==> src/rtl/data_mem_responder.sv <==
// Multi-cycle data-memory target for the MEM stage: accept, WAIT_CYCLES wait states, one-cycle response.
// Optional address fault checking is enabled by defining DMEM_ERR_CHECK_EN.
module data_mem_responder #(
  parameter int unsigned DATA_W      = 32,
  parameter int unsigned ADDR_W      = 32,
  parameter int unsigned DEPTH_WORDS = 128,
  parameter int unsigned WAIT_CYCLES = 2
) (
  input  logic              clk_i,
  input  logic              rst_i,
  input  logic              mem_read_i,
  input  logic              mem_write_i,
  input  logic [ADDR_W-1:0] addr_i,
  input  logic [DATA_W-1:0] wdata_i,
  output logic              ready_o,
  output logic              rvalid_o,
  output logic [DATA_W-1:0] rdata_o,
  output logic              err_o
);

  localparam int unsigned IDX_W = $clog2(DEPTH_WORDS);
  localparam int unsigned CNT_W = 4;

  localparam logic [1:0] ST_IDLE = 2'd0;
  localparam logic [1:0] ST_WAIT = 2'd1;
  localparam logic [1:0] ST_RESP = 2'd2;

  logic [1:0]        state_q, state_d;
  logic [CNT_W-1:0]  cnt_q, cnt_d;
  logic [IDX_W-1:0]  idx_q, idx_d;
  logic [DATA_W-1:0] wdata_q, wdata_d;
  logic              rd_q, rd_d;
  logic              wr_q, wr_d;
  logic              bad_q, bad_d;
  logic              ready_q, ready_d;
  logic              rvalid_q, rvalid_d;
  logic              err_q, err_d;
  logic [DATA_W-1:0] rdata_q, rdata_d;

  logic [DATA_W-1:0] mem_q [DEPTH_WORDS];

  logic              accept_c;
  logic              req_bad_c;
  logic [IDX_W-1:0]  req_idx_c;
  logic              enter_c;
  logic              we_c;
  logic              sel_rd_c;
  logic              sel_wr_c;
  logic              sel_bad_c;
  logic [IDX_W-1:0]  sel_idx_c;
  logic [DATA_W-1:0] sel_wdata_c;

  assign accept_c  = (state_q == ST_IDLE) && (mem_read_i || mem_write_i);
  assign req_idx_c = addr_i[IDX_W+1:2];

`ifdef DMEM_ERR_CHECK_EN
  assign req_bad_c = (mem_read_i && mem_write_i) ||
                     (addr_i[1:0] != 2'b00) ||
                     (addr_i >= ADDR_W'(4 * DEPTH_WORDS));
`else
  // Byte offset and bits above the index field are don't-care: the index wraps.
  logic unused_addr;
  assign unused_addr = ^{addr_i[ADDR_W-1:IDX_W+2], addr_i[1:0]};
  assign req_bad_c   = mem_read_i && mem_write_i;
`endif

  // Next-state, request latch and response formation
  always_comb begin
    state_d     = state_q;
    cnt_d       = cnt_q;
    idx_d       = idx_q;
    wdata_d     = wdata_q;
    rd_d        = rd_q;
    wr_d        = wr_q;
    bad_d       = bad_q;
    rvalid_d    = 1'b0;
    err_d       = 1'b0;
    rdata_d     = '0;
    we_c        = 1'b0;
    enter_c     = 1'b0;
    sel_rd_c    = rd_q;
    sel_wr_c    = wr_q;
    sel_bad_c   = bad_q;
    sel_idx_c   = idx_q;
    sel_wdata_c = wdata_q;

    case (state_q)
      ST_IDLE: begin
        if (accept_c) begin
          idx_d   = req_idx_c;
          wdata_d = wdata_i;
          rd_d    = mem_read_i;
          wr_d    = mem_write_i;
          bad_d   = req_bad_c;
          if (WAIT_CYCLES == 0) begin
            // No wait states: respond straight from the incoming request.
            state_d     = ST_RESP;
            enter_c     = 1'b1;
            sel_rd_c    = mem_read_i;
            sel_wr_c    = mem_write_i;
            sel_bad_c   = req_bad_c;
            sel_idx_c   = req_idx_c;
            sel_wdata_c = wdata_i;
          end else begin
            state_d = ST_WAIT;
            cnt_d   = CNT_W'(WAIT_CYCLES - 1);
          end
        end
      end
      ST_WAIT: begin
        if (cnt_q == '0) begin
          state_d = ST_RESP;
          enter_c = 1'b1;
        end else begin
          cnt_d = cnt_q - CNT_W'(1);
        end
      end
      ST_RESP: begin
        state_d = ST_IDLE;
      end
      default: begin
        state_d = ST_IDLE;
      end
    endcase

    if (enter_c) begin
      rvalid_d = 1'b1;
      if (sel_bad_c) begin
        err_d = 1'b1;
      end else if (sel_rd_c) begin
        rdata_d = mem_q[sel_idx_c];
      end else if (sel_wr_c) begin
        we_c = !rst_i;
      end
    end

    ready_d = (state_d == ST_IDLE);
  end

  always_ff @(posedge clk_i) begin
    if (rst_i) begin
      state_q  <= ST_IDLE;
      cnt_q    <= '0;
      idx_q    <= '0;
      wdata_q  <= '0;
      rd_q     <= 1'b0;
      wr_q     <= 1'b0;
      bad_q    <= 1'b0;
      ready_q  <= 1'b1;
      rvalid_q <= 1'b0;
      err_q    <= 1'b0;
      rdata_q  <= '0;
    end else begin
      state_q  <= state_d;
      cnt_q    <= cnt_d;
      idx_q    <= idx_d;
      wdata_q  <= wdata_d;
      rd_q     <= rd_d;
      wr_q     <= wr_d;
      bad_q    <= bad_d;
      ready_q  <= ready_d;
      rvalid_q <= rvalid_d;
      err_q    <= err_d;
      rdata_q  <= rdata_d;
    end
  end

  // Storage is deliberately not reset; the store commits on the edge entering RESP.
  always_ff @(posedge clk_i) begin
    if (we_c) begin
      mem_q[sel_idx_c] <= sel_wdata_c;
    end
  end

  assign ready_o  = ready_q;
  assign rvalid_o = rvalid_q;
  assign rdata_o  = rdata_q;
  assign err_o    = err_q;

endmodule
==> config.mk <==
export PLATFORM = sky130hd
export DESIGN_NAME = data_mem_responder
export DESIGN_NICKNAME = d
export VERILOG_FILES = /design/src/rtl/data_mem_responder.sv
export SDC_FILE = /design/constraint.sdc
export NUM_CORES = 2
export LEC_CHECK = 0
export ABC_AREA = 0
export CORE_AREA = 2 2 586 588
export CTS_CLUSTER_SIZE = 10
export DETAILED_ROUTE_END_ITERATION = 7
export DIE_AREA = 0 0 588 590
export GPL_ROUTABILITY_DRIVEN = 1
export PLACE_DENSITY = 0.67
export SLEW_MARGIN = 15
export SYNTH_ARGS = -nofsm -noshare
export SYNTH_HDL_FRONTEND = slang
export SYNTH_SLANG_ARGS = --single-unit
==> constraint.sdc <==
create_clock -name clk_i -period 5.08 [get_ports clk_i]
set_clock_uncertainty 0.05 [all_clocks]
set_input_delay 0.762 -clock clk_i [delete_from_list [all_inputs] [get_ports clk_i]]
set_output_delay 0.762 -clock clk_i [all_outputs]
set_load 0.01 [all_outputs]
==> flow_summary.ini <==
[status]
outcome = complete, no violations

[final_layout]
final_core_util = 0.5345
fin_nets = 9405
fill_cells = 26220
area_growth_syn_to_layout_pct = 14.29
final_cell_mix = edfxtp_1 (4096), mux2i_1 (2048), o22ai_1 (1024)
final_common_cell = edfxtp_1
drive_gt1_frac = 0.1258
instances_no_fill = 14080
stdcell_area_sq_mm = 0.1823

[yosys]
synth-seq-cells = 4179
async_reset_ff_frac = 0
synth-edff-count = 4096
syn_area_per_cell_sq_um = 18.05
synthFlopType = edfxtp_1
yosys.cell_types.count = 34
synth_area_sq_mm = 0.1595
synthesis.nets = 8907
synth-seq-area-share = 0.7815
synth_warnings = 0
synthesis.instances = 8837

[worst_setup_path]
worstSetupPathType = flop to flop
regToRegEndpoint = rdata_o[9]
endpoint_kind = flop
critPathArrivalTime_ns = 5.22
required_ns = 5.87
path_delay_family = compound AO/OA/AOI/OAI gates
cp_cell_sequence = nand2b_4, buf_4, o22ai_1, o21ai_0, a41oi_1, nor4_1, buf_4, nor2_1
regToRegStartpoint = idx_q[1]
path_buf_inv = 2
cp_common_cell = buf_4
r2r_slack_ns = 0.65
critical-path-max-stage-delay_ns = 0.75
worst_path_max_delay_cell = dfxtp_1
crit_path_max_fanout = 28
critPathLaunchType = flop
cp-startpoint = idx_q[1]
r2r_cells = 8

[floorplan]
dieArea_sq_mm = 0.3469
core_sq_mm = 0.3411
die_h_um = 590
core.rowCount = 215
initial_core_util = 0.4677
die_w_um = 588
io_pins = 103

[sta]
worst_pin_slew_ns = 1.357
period_share = 0.8728
finalSetupViolCount = 0
hold_viol = 0
rsz0062_at_grt = false
timing.slew.headroom = 0.09542
finalMaxSlewViolations = 0
fmax_mhz = 225.5
timing.setup.tns_ns = 0
period_needed_ns = 4.434

[hold_path]
min_path_cells = 3
min_to = sel_wdata_c[23]
min-delay-start = wdata_i[23]
hp-class = primary input to flop

[grt]
grt_pass1_wl_um = 597500
grt_overflow = 0
grt_pass1_vias = 83520
grt_use_total = 0.2379
grt_max_degree = 91
antenna_found_initial = 20

[job]
maxCapViolations = 0

[power_and_ir_drop]
switchingPower_mw = 17.41
pwr-share-comb = 0.084
p_leak_nw = 55.85
p_sw_frac = 0.2340
sequentialPowerShare = 0.525
p_clk_frac = 0.391
irDropWorstVdd_mv = 0.3249
power.density_mw_per_mm2 = 408.3
intPower_mw = 57.02

[clocking]
numCtsBuffers = 460
cts_tree = yes
htree_num_levels = 5
cts.sinks = 4179
clk_latency_ns = 0.97
cts_root_buf = clkbuf_16
clockBufferDepth = 4
clk_pin_slew_worst_paths_ns = 0.06
cts-resized-gates = 0
cts_setup_buffers = 0

[route]
routedWlPerCell_um = 30.18
dr.pass1.iters = 7
drt-met1-wl_um = 167200
routed_via_density = 6.129
dr.first_iter.drc_count = 11200
vias = 86280
wl_met3_um = 43030
met2_length_um = 198800
top_layer_used = met5
drc = 0
postRouteAntennaNets = 0
routed_wl_um = 424800

[placed_design]
dp_hpwl_um = 252000
dpl.cell_count = 13430
gp_congestion = 0.8683
io_buffers = 77
postPlaceCellArea_sq_mm = 0.1696
[layout make-up]
class | count | area (sq um) | area share
flip-flops and latches | 4179 | 124800 | 0.6844
multi-input cells | 4102 | 33450 | 0.1835
clock buffers | 608 | 12150 | 0.06665
well taps | 4557 | 5702 | 0.03127
repair buffers | 589 | 5675 | 0.03113
clock inverters | 29 | 516.7 | 0.002834
diodes | 9 | 22.52 | 0.0001235
inverters | 3 | 11.26 | 0.00006177
[worst reg2reg max path, delay by kind of cell (launching register included)]
family,cells,cell delay (ns)
AOI/OAI and AO/OA,3,1.52
buffers and inverters,2,0.68
DFF,1,0.75
and+or+nand+nor,3,1.34
[sequential cells by signal, indices dropped and copies added (netlist names)]
name	count
bad_q	1
cnt_q	4
err_o	1
idx_q	7
mem_q	4096
rd_q	1
rdata_o	32
ready_o	1
rvalid_o	1
sel_wdata_c	32
sel_wr_c	1
state_q	2
[power by group through the flow]
stage          Combinational (mW)  Clock (mW)  Sequential (mW)
6_report                     6.27        29.1             39.1
5_1_grt                      6.52        30.7             39.1
4_1_cts                      6.20        29.4             39.1
3_5_place_dp                 6.18           0             39.8
3_3_place_gp                 6.08           0             39.7
2_1_floorplan                3.22           0             39.7
[stage by stage]
stage / hold WS (ns) / power [mW] / setup WS, ns
after floorplan: 0.3819 / 42.93 / 1.413
after global placement: 0.4070 / 45.81 / 0.8709
after detailed placement: 0.3987 / 45.95 / 0.8443
after CTS: 0.2628 / 74.66 / 0.8332
after global routing: 0.2984 / 76.34 / 0.7295
final: 0.3190 / 74.43 / 0.6461
[cells by family (layout without fill, tap and decap cells)]
group                      Yosys count  count (layout)  share of synthesized area
AOI/OAI and AO/OA                 1712            1712                    0.06478
xor gates and xnor gates             2               2                  0.0001098
adders and majority gates            2               2                  0.0001568
muxes                             2048            2048                     0.1285
other                                0               9                          0
buffers and inverters              556            1229                    0.01577
DFF                               4179            4179                     0.7815
and+or+nand+nor                    338             338                   0.009185
[cell usage after synthesis, types with 2 or more instances]
master / number / area [sq um]
a21oi_1: 45 / 225.2
a41oi_1: 128 / 1121
and2_1: 3 / 18.77
buf_1: 39 / 146.4
buf_2: 301 / 1506
buf_4: 10 / 75.07
buf_6: 2 / 22.52
clkbuf_1: 201 / 754.5
dfxtp_1: 83 / 1662
edfxtp_1: 4096 / 123000
ha_1: 2 / 25.02
inv_1: 3 / 11.26
mux2i_1: 2048 / 20500
nand2_1: 96 / 360.4
nand2_2: 9 / 56.30
nand2b_1: 6 / 37.54
nand3_1: 5 / 25.02
nor2_1: 169 / 634.4
nor2b_1: 6 / 37.54
nor3_1: 3 / 15.01
nor4_1: 33 / 206.5
o21ai_0: 479 / 2397
o21ai_1: 34 / 170.2
o22ai_1: 1024 / 6406
or2_2: 2 / 12.51
xnor2_1: 2 / 17.52
[repair_timing]
item,4_1_cts,5_1_grt
endpoints found under the hold margin,1,0
hold buffers,1,0
setup endpoints to repair,0,0
[worst max-delay path by stage]
stage	depth (start not counted)	slack [ns]	end
floorplan	9	1.41	mem_q[106][0]
detailed placement	8	0.84	rdata_o[9]
global route	9	0.73	mem_q[34][7]
global placement	9	0.87	mem_q[74][22]
CTS	9	0.83	mem_q[74][27]
finish	8	0.65	rdata_o[9]
[per-layer routing]
layer | vias to the layer above | track usage
met4 | 14 | 0.08043
met5 | - | 0
li1 | 36740 | -
met1 | 44590 | 0.3278
met2 | 4240 | 0.3785
met3 | 686 | 0.04902
No activity file was read; power rests on OpenSTA's default activity.
